**src/rtl/gf180mcu_fd_sc_mcu9t5v0__clkdiv_prog.sv**
```systemverilog
// Programmable 50%-duty clock divider with a valid/ready config port.
// New DIV/INV settings take effect only on whole-period boundaries, so the output never glitches.
module gf180mcu_fd_sc_mcu9t5v0__clkdiv_prog #(
  parameter int WIDTH = 4
) (
  input  logic             CLK,
  input  logic             RST,
  input  logic             EN,
  input  logic [WIDTH-1:0] DIV,
  input  logic             INV,
  input  logic             CFG_VALID,
  output logic             CFG_READY,
  output logic             Z,
  output logic             TICK,
  output logic             BUSY
);

  typedef enum logic [1:0] {
    IDLE = 2'd0,
    RUN  = 2'd1,
    STOP = 2'd2
  } state_e;

  state_e           state_q, state_d;
  logic [WIDTH-1:0] cnt_q, cnt_d;
  logic [WIDTH-1:0] div_act_q, div_act_d;
  logic [WIDTH-1:0] div_sh_q, div_sh_d;
  logic             inv_act_q, inv_act_d;
  logic             inv_sh_q, inv_sh_d;
  logic             pend_q, pend_d;
  logic             ph_q, ph_d;
  logic             tick_q, tick_d;
  logic             z_q, z_d;

  logic active;
  logic at_max;
  logic bnd;
  logic xfer;

  assign active = (state_q != IDLE);
  assign at_max = (cnt_q == div_act_q);
  assign bnd    = active & at_max & ph_q;
  assign xfer   = CFG_VALID & ~pend_q;

  always_comb begin
    state_d   = state_q;
    cnt_d     = cnt_q;
    div_act_d = div_act_q;
    div_sh_d  = div_sh_q;
    inv_act_d = inv_act_q;
    inv_sh_d  = inv_sh_q;
    pend_d    = pend_q;
    ph_d      = ph_q;
    tick_d    = active & at_max & ~ph_q;

    unique case (state_q)
      IDLE: begin
        cnt_d = '0;
        ph_d  = 1'b0;
        if (xfer) begin
          div_act_d = DIV;
          inv_act_d = INV;
        end
        if (EN) state_d = RUN;
      end
      RUN, STOP: begin
        if (at_max) begin
          cnt_d = '0;
          ph_d  = ~ph_q;
        end else begin
          cnt_d = cnt_q + WIDTH'(1);
        end
        // A transfer on the boundary cycle lands in shadow and waits a period.
        if (bnd && pend_q) begin
          div_act_d = div_sh_q;
          inv_act_d = inv_sh_q;
          pend_d    = 1'b0;
        end else if (xfer) begin
          div_sh_d = DIV;
          inv_sh_d = INV;
          pend_d   = 1'b1;
        end
        if (state_q == RUN) begin
          if (!EN) state_d = STOP;
        end else if (EN) begin
          state_d = RUN;
        end else if (bnd) begin
          state_d = IDLE;
        end
      end
      default: begin
        state_d = IDLE;
        cnt_d   = '0;
        ph_d    = 1'b0;
      end
    endcase

    if (RST) begin
      state_d   = IDLE;
      cnt_d     = '0;
      div_act_d = '0;
      div_sh_d  = '0;
      inv_act_d = 1'b0;
      inv_sh_d  = 1'b0;
      pend_d    = 1'b0;
      ph_d      = 1'b0;
      tick_d    = 1'b0;
    end

    z_d = ph_d ^ inv_act_d;
  end

  always_ff @(posedge CLK) begin
    state_q   <= state_d;
    cnt_q     <= cnt_d;
    div_act_q <= div_act_d;
    div_sh_q  <= div_sh_d;
    inv_act_q <= inv_act_d;
    inv_sh_q  <= inv_sh_d;
    pend_q    <= pend_d;
    ph_q      <= ph_d;
    tick_q    <= tick_d;
    z_q       <= z_d;
  end

  assign Z         = z_q;
  assign TICK      = tick_q;
  assign BUSY      = active;
  assign CFG_READY = ~pend_q;

endmodule
```
**config.mk**
```make
export PLATFORM = sky130hd
export DESIGN_NAME = gf180mcu_fd_sc_mcu9t5v0__clkdiv_prog
export DESIGN_NICKNAME = d
export VERILOG_FILES = /design/src/rtl/gf180mcu_fd_sc_mcu9t5v0__clkdiv_prog.sv
export SDC_FILE = /design/constraint.sdc
export NUM_CORES = 1
export LEC_CHECK = 0
export ABC_AREA = 1
export BUFFER_PORTS_ARGS = -buffer_cell sky130_fd_sc_hd__buf_2
export CAP_MARGIN = 20
export CELL_PAD_IN_SITES_DETAIL_PLACEMENT = 0
export CELL_PAD_IN_SITES_GLOBAL_PLACEMENT = 2
export CORE_ASPECT_RATIO = 1.5
export CORE_MARGIN = 2
export CORE_UTILIZATION = 33
export DETAILED_ROUTE_END_ITERATION = 16
export HOLD_SLACK_MARGIN = 0.08
export PLACE_DENSITY = 0.83
export SKIP_CTS_REPAIR_TIMING = 1
export SYNTH_ARGS = -nofsm -noshare
export SYNTH_HDL_FRONTEND = slang
export SYNTH_SLANG_ARGS = --single-unit
export TNS_END_PERCENT = 1
```
**constraint.sdc**
```tcl
create_clock -name CLK -period 4 [get_ports CLK]
set_clock_uncertainty 0.05 [all_clocks]
set_input_delay 0.2 -clock CLK [delete_from_list [all_inputs] [get_ports CLK]]
set_output_delay 0.2 -clock CLK [all_outputs]
set_load 0.01 [all_outputs]
```
==> key figures <==
Status
  • Outcome: complete, no violations

Power and ir drop
  • Pwr per Cell Area: 502 nW/um^2
  • Total power: 0.577 mW
  • Lkg Pwr: 0.519 nW
  • Worst vdd ir: 0.000250 V

Placement
  • I/O Buffers: 12
  • Dpl cells: 190
  • Dpl cell area: 1100 um^2
  • Post-DP HPWL: 1580 um
  • Routability cong.: 0.778

Setup path
  • Crit end category: flip-flop
  • CP top delay family: simple AND/OR/NAND/NOR gates
  • CP Cell Sequence: inv_1 > ha_1 > clkinv_1 > nor2_1 > nand3_1 > nand3_1 > nand2_1
  • CP Launch Type: flip-flop
  • Launch point of the worst reg-to-reg path: state_q[0]$_SDFFE_PP0P_
  • CP arrival: 1.78 ns
  • Critical-path top delay cell: ha_1
  • Worst Path Required: 4.10 ns
  • Worst Path Buf+Inv: 2
  • Crit-path max cell delay: 0.38 ns
  • R2R Setup Slk: 2.33 ns
  • WS Path Type: reg -> reg
  • Highest net fanout along the worst path: 10
  • RR Endpoint: Z$_DFF_P_
  • Worst path most repeated cell: nand3_1
  • R2r worst-path depth: 7

Floorplanning
  • Die height: 71.2 um
  • Width of the die: 48.8 um
  • Row Count: 24
  • Initial core utilization: 0.344
  • I/O pin count: 13
  • Core Footprint: 2880 um^2
  • Die area: 3470 um^2

Clocking
  • CTS root buf: clkbuf_8
  • H-Tree Depth: 1
  • Clock Path Buffers: 2
  • Latest clock arrival within the worst-skew pair: 0.25 ns
  • CTS tree: done
  • CTS buffer count: 3
  • CTS Sinks: 20
  • CTS clk-pin slew, worst paths: 0.07 ns

Routing
  • Final wirelength: 2000 um
  • # DRC: 0
  • Vias per inst: 4.56
  • Routed Antenna Nets: 0
  • DRT Pass-1 Iters: 4
  • WL/cell: 10.3 um
  • DR iter-0 viols: 16
  • DR vias: 884

Job
  • Max_cap viols: 0

Timing
  • Final Cycle Share: 0.418
  • Final Max Tran Viols: 0
  • Final Setup Violations: 0
  • RSZ-0062 raised after global routing: false
  • Relative slew slack: 0.794
  • Final hold violation count: 0
  • Tightest Pin Transition: 0.308 ns
  • Min cycle time layout: 1.67 ns
  • Setup TNS: 0 ns
  • Fmax: 598 MHz

Final layout
  • Synth-to-layout area growth: 16.0%
  • FILL cells: 337
  • Finished Layout Cells: 194
  • Share of layout cells above drive strength 1: 0.142
  • Post-layout instance area: 1150 um^2
  • Layout Nets: 170
  • Antenna diodes: 0

Worst hold path
  • Min-Delay Endpoint: pend_q$_SDFFE_PP0P_
  • HP Start: RST
  • Worst Hold Class: in -> reg
  • Hold-critical path depth: 2

Synthesis
  • Multiplexer share of the synthesized area: 0
  • Syn Nets: 154
  • Number of synthesis warnings: 0
  • Post-Syn Area: 992 um^2
  • Post-synthesis register bit count: 20
  • Sequential area share after synthesis: 0.404
  • Cells after Synth: 140
  • Adder-cell share of the synthesized area: 0.0631
  • Cell variety after synth: 21
  • Simple-gate share of the synthesized area: 0.247
  • Synth Area per Inst: 7.09 um^2
  • Largest family of logic cells by synthesized area: simple AND/OR/NAND/NOR gates
  • Post-synthesis compound-gate area fraction: 0.161
  • XOR/XNOR share of the synthesized area: 0.0177

Global route
  • Largest net degree at the start of global routing: 12
  • Grt ovf: 0
  • GR Util met1: 0.140
  • Global-route wire length before repair: 3570 um
  • Met3 Resource Use GR: 0.0253
  • GR Layer Usage met2: 0.247
  • Initial antenna violation count: 0
  • Vias in the first global route: 860
  • Gr busiest metal: met2
  • Total GRT Usage: 0.131
flip-flops by register name (all words and copies together) (netlist names):
signal / count
div_act_q: 4
cnt_q: 4
TICK: 1
inv_sh_q: 1
state_q: 2
ph_q: 1
pend_q: 1
inv_act_q: 1
div_sh_q: 4
Z: 1
report_power, final:
part / total [mW] / internal, mW / switching [mW]
combinational: 0.179 / 0.0610 / 0.118
sequential: 0.246 / 0.231 / 0.0153
clock: 0.152 / 0.0875 / 0.0649
total: 0.577 / 0.380 / 0.198
synth_stat cells:
master / count / share of area
nor2_1: 9 / 0.034
nand3_2: 1 / 0.010
nand2_2: 2 / 0.013
nor2_4: 1 / 0.011
dfxtp_1: 20 / 0.40
o21ai_0: 14 / 0.071
nand2_4: 1 / 0.011
o31ai_1: 1 / 0.0076
nor2_2: 1 / 0.0063
inv_1: 26 / 0.098
nand2_1: 30 / 0.11
buf_2: 1 / 0.0050
ha_1: 5 / 0.063
a211oi_1: 1 / 0.0076
nand3_1: 7 / 0.035
clkinv_1: 1 / 0.0038
a21oi_1: 15 / 0.076
xor2_1: 1 / 0.0088
nor4_1: 1 / 0.0063
xnor2_1: 1 / 0.0088
nand4_1: 1 / 0.0063
final cells by class:
| cell class | count | area [um^2] | share of cell area |
|---|---|---|---|
| timing repair buffer | 12 | 60.1 | 0.0522 |
| tap | 39 | 48.8 | 0.0424 |
| inverter | 27 | 101 | 0.0880 |
| sequential | 20 | 400 | 0.348 |
| clock buffer | 4 | 55.1 | 0.0478 |
| multi-input combinational | 92 | 485 | 0.422 |
worst max path at each step:
stage | to | cells past startpoint | startpoint | slack [ns]
2_1_floorplan | Z$_DFF_P_ | 7 | state_q[1]$_SDFFE_PP0P_ | 2.52
3_3_place_gp | Z$_DFF_P_ | 7 | state_q[1]$_SDFFE_PP0P_ | 2.37
3_5_place_dp | Z$_DFF_P_ | 7 | state_q[1]$_SDFFE_PP0P_ | 2.34
4_1_cts | Z$_DFF_P_ | 7 | state_q[1]$_SDFFE_PP0P_ | 2.32
5_1_grt | Z$_DFF_P_ | 8 | state_q[1]$_SDFFE_PP0P_ | 2.18
6_report | Z$_DFF_P_ | 7 | state_q[0]$_SDFFE_PP0P_ | 2.33
worst reg2reg max path, cell delays in order (launching register included):
cell      delay, ns
dfxtp_1        0.36
inv_1          0.09
ha_1           0.38
clkinv_1       0.24
nor2_1         0.20
nand3_1        0.11
nand3_1        0.09
nand2_1        0.05
layer usage:
| metal | routed length, um | share of wire |
|---|---|---|
| met2 | 1040 | 0.52 |
| met5 | 0 | 0 |
| met3 | 54 | 0.027 |
| met4 | 19 | 0.0095 |
| met1 | 889 | 0.44 |
metrics by stage:
stage / hold slack (ns) / util / setup WS [ns]
5_1_grt: 0.149 / 0.399 / 2.18
3_5_place_dp: 0.371 / 0.380 / 2.34
2_1_floorplan: 0.219 / - / 2.52
4_1_cts: 0.134 / 0.399 / 2.32
6_report: 0.140 / 0.399 / 2.33
3_3_place_gp: 0.367 / 0.380 / 2.37
cells by family (layout without fill, tap and decap cells):
group,Yosys count,count (layout)
AND/OR/NAND/NOR,54,54
AO/OA/AOI/OAI,31,31
buffers and inverters,28,43
flip-flops,20,20
adder cells (fa/ha/maj),5,5
XOR/XNOR,2,2
layout by cell type (no fill, tap or decap):
cell      netlist  routed
a211oi_1        1       1
a21oi_1        15      15
buf_2           1      12
clkbuf_8        0       4
clkinv_1        1       1
dfxtp_1        20      20
ha_1            5       5
inv_1          26      26
nand2_1        30      30
nand2_2         2       2
nand2_4         1       1
nand3_1         7       7
nand3_2         1       1
nand4_1         1       1
nor2_1          9       9
nor2_2          1       1
nor2_4          1       1
nor4_1          1       1
o21ai_0        14      14
o31ai_1         1       1
xnor2_1         1       1
xor2_1          1       1
Note: power is estimated with default switching activity, not from simulation.
